===== src/rtl/lsu_bus_adapter_if.sv =====
// Bundle of request, memory-bus and response signals between an LSU and the bus adapter.
// The master side is the environment (LSU plus memory); the slave side is the adapter itself.
interface lsu_bus_adapter_if;
  logic        req_valid;
  logic        req_ready;
  logic [31:0] addr;
  logic [31:0] wdata;
  logic        write_enable;
  logic        read_enable;
  logic [1:0]  write_wstrb;
  logic [31:0] wb_mask;
  logic        load_unsigned;

  logic        mem_valid;
  logic        mem_ready;
  logic [31:0] mem_addr;
  logic        mem_we;
  logic [3:0]  mem_wstrb;
  logic [31:0] mem_wdata;
  logic        mem_rvalid;
  logic [31:0] mem_rdata;

  logic        resp_valid;
  logic        resp_ready;
  logic [31:0] resp_data;
  logic        resp_err;

  modport master (
    output req_valid, addr, wdata, write_enable, read_enable, write_wstrb, wb_mask,
           load_unsigned, mem_ready, mem_rvalid, mem_rdata, resp_ready,
    input  req_ready, mem_valid, mem_addr, mem_we, mem_wstrb, mem_wdata,
           resp_valid, resp_data, resp_err
  );

  modport slave (
    input  req_valid, addr, wdata, write_enable, read_enable, write_wstrb, wb_mask,
           load_unsigned, mem_ready, mem_rvalid, mem_rdata, resp_ready,
    output req_ready, mem_valid, mem_addr, mem_we, mem_wstrb, mem_wdata,
           resp_valid, resp_data, resp_err
  );
endinterface


===== src/rtl/lsu_bus_adapter.sv =====
// Converts single LSU load/store requests into word-aligned bus transactions with lane
// steering, load sign extension, misalignment detection and a per-transaction timeout.
module lsu_bus_adapter #(
  parameter int unsigned TIMEOUT = 64
) (
  input logic               clk,
  input logic               rst_n,
  lsu_bus_adapter_if.slave  bus
);

  localparam int unsigned CntW = $clog2(TIMEOUT + 1);

  typedef enum logic [1:0] {StIdle, StBusReq, StWaitRdata, StResp} state_e;

  state_e          state_q, state_d;
  logic [31:0]     addr_q, wdata_q, mask_q;
  logic            we_q, uns_q;
  logic [1:0]      size_q;
  logic [CntW-1:0] cnt_q, cnt_d;
  logic [31:0]     resp_data_q, resp_data_d;
  logic            resp_err_q, resp_err_d;

  logic            misaligned, timeout, mem_active, store_active, resp_active;
  logic [1:0]      off;
  logic [3:0]      strb_base;
  logic [31:0]     shifted, load_result;

  // Half needs addr[0]=0; word (size bit 1 set) needs addr[1:0]=0.
  assign misaligned = ((bus.write_wstrb == 2'd1) && bus.addr[0]) ||
                      (bus.write_wstrb[1] && (bus.addr[1:0] != 2'b00));
  assign timeout    = (cnt_q == CntW'(TIMEOUT - 1));
  assign off        = addr_q[1:0];

  always_comb begin
    strb_base = 4'b1111;
    case (size_q)
      2'd0:    strb_base = 4'b0001;
      2'd1:    strb_base = 4'b0011;
      default: strb_base = 4'b1111;
    endcase
  end

  assign shifted = (bus.mem_rdata >> {off, 3'b000}) & mask_q;

  always_comb begin
    load_result = shifted;
    if (!uns_q && size_q == 2'd0) load_result = {{24{shifted[7]}}, shifted[7:0]};
    if (!uns_q && size_q == 2'd1) load_result = {{16{shifted[15]}}, shifted[15:0]};
  end

  assign mem_active    = (state_q == StBusReq);
  assign store_active  = mem_active && we_q;
  assign resp_active   = (state_q == StResp);

  assign bus.req_ready  = (state_q == StIdle);
  assign bus.mem_valid  = mem_active;
  assign bus.mem_addr   = mem_active ? {addr_q[31:2], 2'b00} : '0;
  assign bus.mem_we     = store_active;
  assign bus.mem_wstrb  = store_active ? (strb_base << off) : 4'b0000;
  assign bus.mem_wdata  = store_active ? ((wdata_q & mask_q) << {off, 3'b000}) : '0;
  assign bus.resp_valid = resp_active;
  assign bus.resp_data  = resp_active ? resp_data_q : '0;
  assign bus.resp_err   = resp_active && resp_err_q;

  always_comb begin
    state_d     = state_q;
    cnt_d       = cnt_q;
    resp_data_d = resp_data_q;
    resp_err_d  = resp_err_q;
    unique case (state_q)
      StIdle: begin
        if (bus.req_valid) begin
          resp_data_d = '0;
          resp_err_d  = 1'b0;
          if (!(bus.write_enable || bus.read_enable)) begin
            state_d = StResp;
          end else if (misaligned) begin
            resp_err_d = 1'b1;
            state_d    = StResp;
          end else begin
            cnt_d   = '0;
            state_d = StBusReq;
          end
        end
      end
      StBusReq: begin
        cnt_d = cnt_q + CntW'(1);
        // A handshake on the final allowed cycle still wins over the timeout.
        if (bus.mem_ready) begin
          if (we_q) begin
            state_d = StResp;
          end else if (bus.mem_rvalid) begin
            resp_data_d = load_result;
            state_d     = StResp;
          end else begin
            state_d = StWaitRdata;
          end
        end else if (timeout) begin
          resp_err_d = 1'b1;
          state_d    = StResp;
        end
      end
      StWaitRdata: begin
        cnt_d = cnt_q + CntW'(1);
        if (bus.mem_rvalid) begin
          resp_data_d = load_result;
          state_d     = StResp;
        end else if (timeout) begin
          resp_err_d = 1'b1;
          state_d    = StResp;
        end
      end
      StResp: begin
        if (bus.resp_ready) state_d = StIdle;
      end
    endcase
  end

  always_ff @(posedge clk or negedge rst_n) begin
    if (!rst_n) begin
      state_q     <= StIdle;
      cnt_q       <= '0;
      resp_data_q <= '0;
      resp_err_q  <= 1'b0;
      addr_q      <= '0;
      wdata_q     <= '0;
      mask_q      <= '0;
      we_q        <= 1'b0;
      uns_q       <= 1'b0;
      size_q      <= 2'd0;
    end else begin
      state_q     <= state_d;
      cnt_q       <= cnt_d;
      resp_data_q <= resp_data_d;
      resp_err_q  <= resp_err_d;
      if (bus.req_valid && state_q == StIdle) begin
        addr_q  <= bus.addr;
        wdata_q <= bus.wdata;
        mask_q  <= bus.wb_mask;
        we_q    <= bus.write_enable;
        uns_q   <= bus.load_unsigned;
        size_q  <= bus.write_wstrb;
      end
    end
  end

endmodule

===== src/flat_wrapper.sv =====
// flat-port wrapper written by rule: the top's interface ports become plain ports
module lsu_bus_adapter_flat 
#(
  parameter int unsigned TIMEOUT = 64
)
  (clk, rst_n, bus_req_valid, bus_addr, bus_wdata, bus_write_enable, bus_read_enable, bus_write_wstrb, bus_wb_mask, bus_load_unsigned, bus_mem_ready, bus_mem_rvalid, bus_mem_rdata, bus_resp_ready, bus_req_ready, bus_mem_valid, bus_mem_addr, bus_mem_we, bus_mem_wstrb, bus_mem_wdata, bus_resp_valid, bus_resp_data, bus_resp_err);
  lsu_bus_adapter_if bus_i ();
  input logic clk;
  input logic rst_n;
  input wire logic [$bits(bus_i.req_valid)-1:0] bus_req_valid;
  input wire logic [$bits(bus_i.addr)-1:0] bus_addr;
  input wire logic [$bits(bus_i.wdata)-1:0] bus_wdata;
  input wire logic [$bits(bus_i.write_enable)-1:0] bus_write_enable;
  input wire logic [$bits(bus_i.read_enable)-1:0] bus_read_enable;
  input wire logic [$bits(bus_i.write_wstrb)-1:0] bus_write_wstrb;
  input wire logic [$bits(bus_i.wb_mask)-1:0] bus_wb_mask;
  input wire logic [$bits(bus_i.load_unsigned)-1:0] bus_load_unsigned;
  input wire logic [$bits(bus_i.mem_ready)-1:0] bus_mem_ready;
  input wire logic [$bits(bus_i.mem_rvalid)-1:0] bus_mem_rvalid;
  input wire logic [$bits(bus_i.mem_rdata)-1:0] bus_mem_rdata;
  input wire logic [$bits(bus_i.resp_ready)-1:0] bus_resp_ready;
  output wire logic [$bits(bus_i.req_ready)-1:0] bus_req_ready;
  output wire logic [$bits(bus_i.mem_valid)-1:0] bus_mem_valid;
  output wire logic [$bits(bus_i.mem_addr)-1:0] bus_mem_addr;
  output wire logic [$bits(bus_i.mem_we)-1:0] bus_mem_we;
  output wire logic [$bits(bus_i.mem_wstrb)-1:0] bus_mem_wstrb;
  output wire logic [$bits(bus_i.mem_wdata)-1:0] bus_mem_wdata;
  output wire logic [$bits(bus_i.resp_valid)-1:0] bus_resp_valid;
  output wire logic [$bits(bus_i.resp_data)-1:0] bus_resp_data;
  output wire logic [$bits(bus_i.resp_err)-1:0] bus_resp_err;
  assign bus_i.req_valid = bus_req_valid;
  assign bus_i.addr = bus_addr;
  assign bus_i.wdata = bus_wdata;
  assign bus_i.write_enable = bus_write_enable;
  assign bus_i.read_enable = bus_read_enable;
  assign bus_i.write_wstrb = bus_write_wstrb;
  assign bus_i.wb_mask = bus_wb_mask;
  assign bus_i.load_unsigned = bus_load_unsigned;
  assign bus_i.mem_ready = bus_mem_ready;
  assign bus_i.mem_rvalid = bus_mem_rvalid;
  assign bus_i.mem_rdata = bus_mem_rdata;
  assign bus_i.resp_ready = bus_resp_ready;
  assign bus_req_ready = bus_i.req_ready;
  assign bus_mem_valid = bus_i.mem_valid;
  assign bus_mem_addr = bus_i.mem_addr;
  assign bus_mem_we = bus_i.mem_we;
  assign bus_mem_wstrb = bus_i.mem_wstrb;
  assign bus_mem_wdata = bus_i.mem_wdata;
  assign bus_resp_valid = bus_i.resp_valid;
  assign bus_resp_data = bus_i.resp_data;
  assign bus_resp_err = bus_i.resp_err;
  lsu_bus_adapter #(.TIMEOUT(TIMEOUT)) u_core (.clk(clk), .rst_n(rst_n), .bus(bus_i));
endmodule

===== config.mk =====
export PLATFORM = sky130hd
export DESIGN_NAME = lsu_bus_adapter_flat
export DESIGN_NICKNAME = d
export VERILOG_FILES = /design/src/rtl/lsu_bus_adapter_if.sv /design/src/rtl/lsu_bus_adapter.sv /design/src/flat_wrapper.sv
export SDC_FILE = /design/constraint.sdc
export NUM_CORES = 1
export LEC_CHECK = 0
export ABC_AREA = 0
export CAP_MARGIN = 10
export CELL_PAD_IN_SITES_DETAIL_PLACEMENT = 1
export CELL_PAD_IN_SITES_GLOBAL_PLACEMENT = 1
export CORE_UTILIZATION = 35
export DETAILED_ROUTE_END_ITERATION = 10
export PLACE_DENSITY = 0.87
export SKIP_CTS_REPAIR_TIMING = 1
export SLEW_MARGIN = 5
export SYNTH_ARGS = -nofsm -noshare
export SYNTH_HDL_FRONTEND = slang
export SYNTH_SLANG_ARGS = --single-unit

===== constraint.sdc =====
create_clock -name clk -period 2.2 [get_ports clk]
set_input_delay 0.55 -clock clk [delete_from_list [all_inputs] [get_ports clk]]
set_output_delay 0.55 -clock clk [all_outputs]
set_load 0.02 [all_outputs]

==> flow_summary_export.csv <==
group,metric,value,unit
synth,synth_warnings,0,
die,core,21000,um^2
routing,drt_iter0_drc,510,
synth,yosysTopAreaCellShare,0.475,
place,hpwl,21600,um
cts,cts_tree,"built",
min_path,hold_path.class,"in2async",
synth,synth_ff_type,"dfrtp_1",
cts,insertion_delay,440,ps
cts,path_clk_slew,70,ps
sta,fin_crit,2470,ps
cts,cts-htree-levels,4,
die,initial_core_util,0.356,
sta,fin_ws,-272,ps
sta,hold_ws,15.2,ps
synth,synth_most_common_cell,"dfrtp_1",
sta,max_freq,0.405,GHz
status,status,"finished with violations",
synth,netlist_top_cells_count,"142 x dfrtp_1, 115 x mux2_2, 76 x nand2_1",
die,die_x,148,um
worst_setup_path,cp.required,1650,ps
pwr,power_density,1530,nW/um^2
sta,drv_slew,0,
worst_setup_path,crit_arrival,1920,ps
cells_and_area,fin_area,12400,um^2
worst_setup_path,critPathMaxFanout,26,
routing,vias,7760,
worst_setup_path,worst_setup_path_end_kind,"output pin",
cells_and_area,fin_nets,1199,
sta,worstMarginPinSlew,753,ps
routing,drc,0,
synth,syn_area_per_cell,10.6,um^2
status,violations,"negative setup slack",
sta,finalClockSkew,16.1,ps
synth,synth-seq-cells,142,
synth,ys_async_sr_fraction,1.00,
routing,routed_wirelength,37900,um
worst_setup_path,start_kind,"flop",
place,port_buffers,241,
cells_and_area,drive_gt1_frac,0.469,
grt,antenna_found_initial,1,
sta,grt_setup_unrepaired,"true",
routing,dr.pass1.iters,6,
place,dpl_worst_slack,-198,ps
cts,cts-root-buf,"clkbuf_16",
synth,syn_inst,707,
pwr,p_leak,5.41,nW
routing,vias_per_cell,5.78,
routing,ant_nets,0,
die,io_pins,244,
grt,grt_max_degree,41,
cells_and_area,syn2layout_area_growth,66.2,%
die,rows,53,
die,die_area,22000,um^2
grt,first_global_vias,7710,
place,placed_area,10900,um^2
synth,synthTopCellsByArea,"dfrtp_1 47%, mux2_2 17%, and2_1 5.5%",
worst_setup_path,worst-setup-path-type,"reg2out",
sta,relSlewSlack,0.496,
synth,synth.yosys.seq_area_share,0.475,
grt,grt_usage,0.279,
synth,syn-cell-area,7490,um^2
sta,hold_viol_final,0,
synth,synth.distinct_cells,55,
synth,synth_edf_count,0,
grt,grt_pass1_wl,45600,um
pwr,power,19.0,mW
grt,grt-ovfl-total,0,
sta,fin_crit_sh,1.12,
synth,synth_top_cell_by_area,"dfrtp_1",
cts,cts.sinks,142,
run,maxCapViolCount,0,
sta,setup_viol,125,
die,chipHeight,148,um
routing,wl_per_cell,28.2,um
cts,cts_buffer_depth,2,
sta,setup-tns-final,-12150,ps
cts,cts_made_buffers,17,
pwr,ir_worst_vdd,718,uV
place,gp_congestion,0.861,
critical path, stage by stage (launching register included):
cell	delay [ps]
dfrtp_2	440
buf_12	180
buf_4	170
nor2_4	210
buf_4	150
and3_4	190
buf_4	140
placed cells by master, fill, tap and decap left out, types with 9 or more instances in the layout:
cell type and count:
dfrtp_1 140, clkdlybuf4s50_1 137, mux2_2 115, buf_4 90
buf_6 88, nand2_1 65, and2_1 35, and2_4 31
clkbuf_16 26, nor2_1 22, o21ai_0 22, a31oi_1 21
clkbuf_2 21, nand3_1 20, o21ai_2 17, nor2_4 14
buf_12 14, o21ai_1 13, a21oi_1 10, o31ai_1 9
power by group:
part	internal, mW	switching (mW)
Clock	1.68	1.29
Combinational	5.14	5.93
Sequential	3.81	1.20
kinds of logic after synthesis:
family | synth area share
buffers and inverters | 0.0349
muxes | 0.185
adders and majority gates | 0.0100
and+or+nand+nor | 0.155
other | 0.000501
AOI/OAI and AO/OA | 0.140
DFF | 0.475
worst paths after layout:
check / end / slack, ps / cells after the start / start
worst min-delay path: u_core.resp_data_q[29] / 20 / 1 / rst_n
worst max-delay path: bus_mem_wdata[7] / -270 / 6 / u_core.addr_q[0]
max in group asynchronous: u_core.wdata_q[26] / 1410 / 2 / rst_n
worst min register to register: u_core.resp_data_q[26] / 500 / 2 / u_core.resp_data_q[26]
worst max register to register: u_core.resp_data_q[17] / -150 / 10 / u_core.state_q[0]
min in group clk: u_core.resp_data_q[26] / 500 / 2 / u_core.resp_data_q[26]
area by class of cell:
cell class	instances	area, um^2
Fill cell	2158	8580
Sequential cell	142	3560
Multi-Input combinational cell	512	4160
Inverter	9	33.8
Tap cell	275	344
Timing Repair Buffer	372	3780
Clock buffer	19	433
Clock inverter	12	138
Antenna cell	1	2.50
state kept, by name, summed over array words and instances (netlist names), 2 cells and up:
signal and count:
u_core.cnt_q 7, u_core.state_q 2, u_core.mask_q 32, u_core.resp_data_q 32, u_core.wdata_q 32, u_core.addr_q 32, u_core.size_q 2
stage by stage:
| stage | instances | util |
|---|---|---|
| final | 1342 | 0.592 |
| after global routing | 1342 | 0.592 |
| after CTS | 1301 | 0.545 |
| after detailed placement | 1270 | 0.517 |
| after global placement | 1270 | 0.517 |
| after floorplan | 708 | - |
layer usage:
layer | share of wire | global-route usage | vias to the layer above | wire length [um]
li1 | - | - | 3231 | -
met1 | 0.38 | 0.340 | 3945 | 14500
met2 | 0.50 | 0.469 | 444 | 18900
met3 | 0.064 | 0.0672 | 140 | 2410
met4 | 0.055 | 0.119 | 0 | 2090
met5 | 0 | 0 | - | 0
Power figures use the tool's default switching activity.
